File: config.mk
export PLATFORM = sky130hd
export DESIGN_NAME = imem_loader
export DESIGN_NICKNAME = d
export VERILOG_FILES = /design/src/rtl/imem_loader_pkg.sv /design/src/rtl/imem_loader_word_assembler.sv /design/src/rtl/imem_loader.sv
export SDC_FILE = /design/constraint.sdc
export NUM_CORES = 1
export LEC_CHECK = 0
export CAP_MARGIN = 20
export CORE_ASPECT_RATIO = 2
export CORE_MARGIN = 2
export CORE_UTILIZATION = 40
export DETAILED_ROUTE_END_ITERATION = 12
export GPL_TIMING_DRIVEN = 0
export HOLD_SLACK_MARGIN = 0.12
export PLACE_DENSITY = 0.65
export SLEW_MARGIN = 10
export SYNTH_ARGS = -nofsm -noshare
export SYNTH_HDL_FRONTEND = slang
export SYNTH_SLANG_ARGS = --single-unit
File: constraint.sdc
create_clock -name clk -period 2.3 [get_ports clk]
set_clock_uncertainty 0.15 [all_clocks]
set_input_delay 0.23 -clock clk [delete_from_list [all_inputs] [get_ports clk]]
set_output_delay 0.23 -clock clk [all_outputs]
set_load 0.01 [all_outputs]
File: src/rtl/imem_loader_pkg.sv
// Shared types and helpers for the instruction-memory loader.
package imem_loader_pkg;

    typedef enum logic [1:0] {
        IDLE,
        RECV,
        WRITE,
        DONE
    } loader_state_t;

    localparam int unsigned DEFAULT_N = 32;

    // Number of stream bytes that make up one instruction word of width n.
    function automatic int unsigned bytes_per_word(input int unsigned n);
        return n / 8;
    endfunction

    localparam int unsigned BYTES_PER_WORD = bytes_per_word(DEFAULT_N);

endpackage

File: src/rtl/imem_loader_word_assembler.sv
// Collects stream bytes into a little-endian word (first byte is the LSB).
module word_assembler
    import imem_loader_pkg::*;
#(
    parameter int unsigned N = 32
) (
    input  logic         i_clk,
    input  logic         i_reset,
    input  logic         i_clear,
    input  logic         i_byte_en,
    input  logic [7:0]   i_byte,
    output logic [N-1:0] o_word,
    output logic         o_word_full
);

    localparam int unsigned BPW   = bytes_per_word(N);
    localparam int unsigned IDX_W = (BPW > 1) ? $clog2(BPW) : 1;
    localparam logic [IDX_W-1:0] LAST_IDX = IDX_W'(BPW - 1);

    logic [N-1:0]     r_word;
    logic [IDX_W-1:0] r_byte_idx;
    logic             w_last;

    assign w_last = (r_byte_idx == LAST_IDX);

    // o_word already includes the byte being accepted this cycle, so the
    // completed word is available on the same edge that takes its last byte.
    always_comb begin
        o_word = r_word;
        o_word[{r_byte_idx, 3'b000} +: 8] = i_byte;
        o_word_full = i_byte_en && w_last;
    end

    // Partial-word register and byte position; position wraps after the last byte.
    always_ff @(posedge i_clk) begin
        if (i_reset || i_clear) begin
            r_word     <= '0;
            r_byte_idx <= '0;
        end else if (i_byte_en) begin
            r_word     <= o_word;
            r_byte_idx <= w_last ? '0 : r_byte_idx + 1'b1;
        end
    end

endmodule

File: src/rtl/imem_loader.sv
// Streams a program into instruction memory, holding the CPU in reset meanwhile.
module imem_loader
    import imem_loader_pkg::*;
#(
    parameter int unsigned N      = 32,
    parameter int unsigned ADDR_W = 6
) (
    input  logic              clk,
    input  logic              reset,
    input  logic              start,
    input  logic [ADDR_W:0]   word_count,
    input  logic [7:0]        byte_in,
    input  logic              byte_valid,
    output logic              byte_ready,
    output logic              wr_en,
    output logic [ADDR_W-1:0] wr_addr,
    output logic [N-1:0]      wr_data,
    output logic              cpu_reset,
    output logic              busy,
    output logic              done,
    output logic              error
);

    localparam logic [ADDR_W:0] DEPTH = {1'b1, {ADDR_W{1'b0}}};

    loader_state_t     r_state;
    loader_state_t     w_state_next;
    logic [ADDR_W:0]   r_count;
    logic [ADDR_W-1:0] r_word_idx;
    logic [ADDR_W-1:0] r_wr_addr;
    logic [N-1:0]      r_wr_data;
    logic              r_cpu_reset;
    logic              r_error;

    logic              w_count_ok;
    logic              w_start_ok;
    logic              w_start_bad;
    logic              w_xfer;
    logic              w_last_word;
    logic [N-1:0]      w_word;
    logic              w_word_full;

    assign w_count_ok  = (word_count != '0) && (word_count <= DEPTH);
    assign w_start_ok  = (r_state == IDLE) && start && w_count_ok;
    assign w_start_bad = (r_state == IDLE) && start && !w_count_ok;
    assign w_xfer      = byte_valid && byte_ready;
    assign w_last_word = ({1'b0, r_word_idx} == (r_count - 1'b1));

    assign wr_addr   = r_wr_addr;
    assign wr_data   = r_wr_data;
    assign cpu_reset = r_cpu_reset;
    assign error     = r_error;

    word_assembler #(
        .N (N)
    ) u_asm (
        .i_clk       (clk),
        .i_reset     (reset),
        .i_clear     (w_start_ok),
        .i_byte_en   (w_xfer),
        .i_byte      (byte_in),
        .o_word      (w_word),
        .o_word_full (w_word_full)
    );

    // State register.
    always_ff @(posedge clk) begin
        if (reset) r_state <= IDLE;
        else       r_state <= w_state_next;
    end

    // Next-state and per-state handshake/strobe outputs.
    always_comb begin
        w_state_next = r_state;
        byte_ready   = 1'b0;
        wr_en        = 1'b0;
        busy         = 1'b1;
        done         = 1'b0;
        unique case (r_state)
            IDLE: begin
                busy = 1'b0;
                if (w_start_ok) w_state_next = RECV;
            end
            RECV: begin
                byte_ready = 1'b1;
                if (w_word_full) w_state_next = WRITE;
            end
            WRITE: begin
                wr_en        = 1'b1;
                w_state_next = w_last_word ? DONE : RECV;
            end
            DONE: begin
                done         = 1'b1;
                w_state_next = IDLE;
            end
            default: w_state_next = IDLE;
        endcase
    end

    // Session bookkeeping, write-port registers, CPU reset hold and error flag.
    always_ff @(posedge clk) begin
        if (reset) begin
            r_count     <= '0;
            r_word_idx  <= '0;
            r_wr_addr   <= '0;
            r_wr_data   <= '0;
            r_cpu_reset <= 1'b1;
            r_error     <= 1'b0;
        end else begin
            if (w_start_ok) begin
                r_count     <= word_count;
                r_word_idx  <= '0;
                r_cpu_reset <= 1'b1;
                r_error     <= 1'b0;
            end
            if (w_start_bad) r_error <= 1'b1;
            // Captured on the edge that takes the last byte, so the registers are
            // valid throughout the following WRITE cycle and hold afterwards.
            if (w_word_full) begin
                r_wr_addr <= r_word_idx;
                r_wr_data <= w_word;
            end
            if (r_state == WRITE && !w_last_word) r_word_idx <= r_word_idx + 1'b1;
            if (r_state == DONE) r_cpu_reset <= 1'b0;
        end
    end

endmodule
==> results of run 1 <==
final cells by class:
class | count | share of cell area
Tap cell | 104 | 0.02560
Timing Repair Buffer | 69 | 0.1332
Buffer | 27 | 0.02314
Sequential cell | 89 | 0.3523
Multi-Input combinational cell | 316 | 0.3956
Inverter | 11 | 0.008124
Clock buffer | 13 | 0.04924
Clock inverter | 3 | 0.01280
critical path, stage by stage (launching register included):
cell	delay [ps]
dfxtp_4	350
inv_2	40
ha_4	160
o21bai_4	170
a2111oi_4	350
a31oi_2	90
a2111oi_4	320
buf_6	180
nor2_4	40
a221o_1	280
per-stage QoR:
stage / TNS, ps / std cells / utilization / cell area, um^2
after floorplan: 0 / 445 / - / 3867
after CTS: 0 / 632 / 0.5352 / 5022
after detailed placement: -13440 / 611 / 0.4921 / 4618
after global routing: -66.56 / 632 / 0.5416 / 5082
final: 0 / 632 / 0.5416 / 5082
after global placement: -10050 / 611 / 0.4921 / 4618
state kept, by name (all words and copies together) (netlist names):
signal	count
r_state	2
r_word_idx	6
error	1
wr_addr	6
u_asm.r_byte_idx	2
cpu_reset	1
wr_data	32
u_asm.r_word	32
r_count	7
how the worst max path moves through the flow:
stage             startpoint            end  slack [ps]
3_3_place_gp   word_count[0]  r_word_idx[5]        -250
6_report          r_count[0]  r_word_idx[5]          40
2_1_floorplan     r_count[0]  r_word_idx[5]           3
3_5_place_dp   word_count[1]     r_count[3]        -270
4_1_cts           r_count[0]  r_word_idx[5]           1
5_1_grt           r_count[0]  r_word_idx[5]         -40
layer usage:
| layer | vias to the layer above | GRT usage | routed length [um] |
|---|---|---|---|
| li1 | 1711 | - | - |
| met4 | 0 | 0.09474 | 383 |
| met3 | 22 | 0.04305 | 474 |
| met2 | 103 | 0.3773 | 5710 |
| met1 | 1630 | 0.2181 | 3999 |
| met5 | - | 0 | 0 |
synthesized netlist by cell type, types with 2 or more instances:
library cell,n,area share
buf_1,2,0.0019
a211oi_1,66,0.13
o211ai_1,3,0.0058
and3_1,2,0.0032
and2_1,3,0.0049
nor4_1,2,0.0032
mux2i_1,7,0.018
nand2b_1,2,0.0032
a31oi_1,2,0.0032
inv_1,11,0.011
nand3b_1,3,0.0058
dfxtp_1,89,0.46
nor2_1,84,0.082
nor3_1,3,0.0039
a21oi_1,47,0.061
o21ai_0,2,0.0026
xor2_1,5,0.011
nand2_1,19,0.018
or2_2,3,0.0049
nor2b_1,33,0.053
nand3_1,2,0.0026
a21o_1,2,0.0039
ha_1,8,0.026
clkbuf_1,26,0.025
xnor2_1,3,0.0068
kinds of logic after synthesis:
group                    synth area share
AND/OR/NAND/NOR                    0.2026
AO/OA/AOI/OAI                      0.2308
flip-flops                         0.4616
buffers and inverters             0.03987
XOR/XNOR                          0.01815
multiplexers                      0.02107
adder cells (fa/ha/maj)           0.02593
power by group through the flow:
stage          clock [mW]  sequential [mW]  combinational, mW
6_report             1.56             1.60              0.322
5_1_grt              1.65             1.60              0.354
4_1_cts              1.59             1.60              0.312
3_5_place_dp            0             1.64              0.295
3_3_place_gp            0             1.63              0.287
2_1_floorplan           0             1.63              0.189
timing repair:
action	CTS	global route
endpoints found under the setup margin	55	83
pin swaps	4	4
buffers inserted	6	1
hold buffers	0	0
resized for setup	10	23
==> metrics, run 1 <==
outcome=finished, final reports clean; CTS root buf=clkbuf_16; CTS Buf Count=9; Die ar.=approximately 10,000 um^2; RR Endpoint=r_word_idx[5]; drt drc=0; Crit. End Element=register; vias in the first global route=about 3,300; r2r worst-path depth=9; Worst EP arrival=2340 ps; #FFs+latches synth=89; # fillers=a little under 900; layout cells sized above 1=0.1004; Synthesized Nets=472; Die Y=142.9 um; Worst Hold Class=register to register; Reg2Reg Setup Slack=40 ps; H-tree levels=3; largest net degree at the start of global routing=15; PortBufs=62; GRT Total Usage=0.2068; min-delay src=wr_addr[4]; multi-input logic area=2011 um^2; Max Root-Sink Buffers=2; Reg clk slew, reported paths=60 ps; max cap viols=0; Required @ worst endpoint=2380 ps; syn avg cell area=8.674 um^2; Syn Inst Count=445; I/O pin total=63; Initial Util=0.4113; core box area=about 9400 um^2; Power Density=around 680 nW/um^2; Initial DRT Pass Iterations=4; sequential area share after synthesis=0.4616; Sequential Power Share=0.460; routability cong.=between 0.8 and 0.9; Post-DP HPWL=around 7800 um; first-pass GRT wire length=16,510 um; Netlist Area Pre-Place=3860 um^2; Fmax achieved=442.4 MHz; Hold WS=310.1 ps; CTS tree=done; reg2reg start=r_count[0]; Skew-Pair Late Insertion Delay=340 ps; Netlist cell types=41; Slew Limit Fails=0; standard-cell rows=50; Hold Crit Depth=2; Overflow after GRT=0; Startpoint Class=register; Crit Path Max Fanout=7; Lkg Pwr=around 1.8 nW; Relative slew margins=0.5853; Design Power=3.478 mW; Slew @ Worst Pin=622.0 ps; most common cell after layout, fill and taps aside=dfxtp_1; Post-synth EDFFs=0; critical path class=register to register; Pint=2.691 mW; Area Overhead vs Synth=31.67%; Final #Nets=550; Combinational Power Share=0.093; total number of vias=3,466; Placement Setup Slack=-273.3 ps; Clock Sinks=between 80 and 90; # diodes=0; RSZ-0062 raised after global routing=yes; Hold Path End=wr_addr[4]; post-route ant nets=0; fin crit period=between 2000 and 2500 ps; Die W=73.46 um; setup ws final=39.40 ps; number of DRC markers in iteration 0=148; synth warn=0; most frequent cells in the layout=86 x dfxtp_1, 84 x nor2_1, 66 x a211oi_1, 62 x clkdlybuf4s50_1, 47 x a21oi_1; detailed-route vias per instance=5.484; crit share post-route=0.9829; ys flop type=dfxtp_1; Final Hold Violating Endpoints=0; final setup vio count=0; Net Sw Power=between 0.7 and 0.8 mW; Clk pwr share=0.447; wirelength, routed=~11,000 um; Synth async-reset ratio=0; WL per Instance=16.72 um; Reg area=around 1800 um^2; initial antenna violation count=0; sw frac=0.2261; Peak VDD IR=0.0006007 V
No activity file was read; power rests on OpenSTA's default activity.
==> inputs of run 2 (changes only) <==
==> constraint.sdc (replaced) <==
create_clock -name clk -period 1.9 [get_ports clk]
set_clock_uncertainty 0.15 [all_clocks]
set_input_delay 0.19 -clock clk [delete_from_list [all_inputs] [get_ports clk]]
set_output_delay 0.19 -clock clk [all_outputs]
set_load 0.01 [all_outputs]
==> run 2 against run 1 <==
  * The flow now finishes with violations (negative setup slack)
  * Global-route usage down 0.14 points
  * Worst setup slack worse by 400 ps
  * Core utilization up 0.73 points
  * Critical endpoint unchanged
  * Largest power group unchanged
  * Highest routed layer unchanged
==> metrics, run 2 (same netlist as run 1, synthesis figures left out) <==
Initial Util=0.4113 (unchanged); Die Y=142.9 um (unchanged); CP max stage delay=350 ps (about the same); critical path class=register to register; # diodes=0 (unchanged); Post-DP HPWL=7728 um (-1.4%); worst path cell trace=inv_2 -> ha_4 -> xor2_1 -> o22ai_2 -> a31oi_2 -> a2111oi_4 -> buf_4 -> o21ba_2 -> a221o_1; max cap viols=0 (unchanged); multi-input logic area=2051 um^2 (+2.0%); Slew @ Worst Pin=572.2 ps (-49.80 ps); CTS root buf=clkbuf_16; routability cong.=0.8343 (-1.0%); CTS tree=done; Area Overhead vs Synth=33.45%; Lkg Pwr=1.819 nW (+1.9%); vias in the first global route=3,301 (+0.43%); Reg area=1792 um^2 (about the same); fin crit period=2258 ps (-2.965 ps); layout cells sized above 1=0.1437 (+0.04329); most common cell after layout, fill and taps aside=dfxtp_1; post-route ant nets=0 (unchanged); wirelength, routed=10,630 um (+0.62%); final setup vio count=56 (+56); Die W=73.46 um (unchanged); standard-cell rows=50 (unchanged); Fmax achieved=442.9 MHz (+0.13%); Initial DRT Pass Iterations=4 (unchanged); I/O pin total=63 (unchanged); Peak VDD IR=0.0005449 V (-9.3%); Design Power=4.112 mW (+18%); detailed-route vias per instance=5.449 (-0.65%); H-tree levels=3 (unchanged); initial antenna violation count=0 (unchanged); first-pass GRT wire length=16,550 um (+0.21%); Power Density=798.3 nW/um^2 (+17%); Hold WS=310.1 ps (+0.006000 ps); Worst EP arrival=2330 ps (about the same); PortBufs=62 (unchanged); Skew-Pair Late Insertion Delay=330 ps (about the same); total number of vias=3,449 (-0.49%); Final Hold Violating Endpoints=0 (unchanged); most frequent cells in the layout=85 x dfxtp_1, 83 x nor2_1, 64 x a211oi_1, 61 x clkdlybuf4s50_1, 47 x a21oi_1; Startpoint Class=register; Max Root-Sink Buffers=2 (unchanged); GRT Total Usage=0.2055 (-0.001391); Required @ worst endpoint=1970 ps (-410 ps); number of DRC markers in iteration 0=157 (+6.1%); fin util=0.5489 (+0.007333); Clock Sinks=89 (unchanged); failing checks=negative setup slack; Setup TNS Final=-6569 ps (-6569 ps); Die ar.=10,500 um^2 (unchanged); Crit Path Max Fanout=5 (-2); Slew Limit Fails=0 (unchanged); CP max stage cell=dfxtp_4; Worst Path Buf+Inv=2 (unchanged); crit share post-route=1.188 (+0.2054); core box area=9384 um^2 (unchanged); outcome=complete, but fails checks; Reg clk slew, reported paths=60 ps (about the same); Top delay family on crit path=compound AO/OA/AOI/OAI gates; Relative slew margins=0.6185 (+0.03320); RSZ-0062 raised after global routing=yes; Final #Nets=551 (+0.18%); setup ws final=-357.6 ps (-397.0 ps); CTS Buf Count=9 (unchanged); WL per Instance=16.80 um (+0.47%); Crit. End Element=register; drt drc=0 (unchanged); Overflow after GRT=0 (unchanged); # fillers=859 (-1.5%); largest net degree at the start of global routing=16 (+1); Worst Hold Class=register to register
[run 2: worst register-to-register path, stage by stage (launching register included)]
cell and delay (ps):
dfxtp_4 350, inv_2 60, ha_4 160, xor2_1 210, o22ai_2 110, a31oi_2 240
a2111oi_4 100, buf_4 170, o21ba_2 260, a221o_1 350
[run 2: power by group]
group | switching [mW] | internal (mW) | total [mW]
registers | 0.0322 | 1.91 | 1.94
logic | 0.236 | 0.187 | 0.423
clock network | 0.694 | 1.06 | 1.75
[run 2: final timing paths]
kind	start	to	slack [ps]	cells after the start
worst min register to register	wr_addr[4]	wr_addr[4]	310	2
worst max register to register	r_count[0]	r_word_idx[5]	-360	9
worst max-delay path	r_count[0]	r_word_idx[5]	-360	9
worst min-delay path	wr_addr[4]	wr_addr[4]	310	2
[run 2: final cells by class]
type / instances / area share
clock buffers: 12 / 0.04785
plain buffers: 26 / 0.02599
well taps: 104 / 0.02526
clock inverters: 4 / 0.01044
flip-flops and latches: 89 / 0.3478
inverters: 11 / 0.008744
multi-input cells: 316 / 0.3981
repair buffers: 71 / 0.1358
[run 2: through the flow]
| stage | instance area, um^2 | cells | worst slack, ps |
|---|---|---|---|
| 2_1_floorplan | 3895 | 445 | -325.8 |
| 3_3_place_gp | 4646 | 611 | -634.8 |
| 3_5_place_dp | 4646 | 611 | -604.9 |
| 4_1_cts | 5115 | 632 | -421.6 |
| 5_1_grt | 5151 | 633 | -426.7 |
| 6_report | 5151 | 633 | -357.6 |
[run 2: layer usage]
layer / track usage / wire length [um] / vias up
li1: - / - / 1713
met1: 0.2266 / 4264 / 1634
met2: 0.3811 / 5803 / 89
met3: 0.02964 / 344 / 13
met4: 0.07751 / 221 / 0
met5: 0 / 0 / -
[run 2: repair_timing]
item                       in CTS  in global routing
setup endpoints to repair      90                 83
resized for setup              35                 12
hold buffers                    0                  0
buffers inserted                8                  1
pin swaps                       8                  3
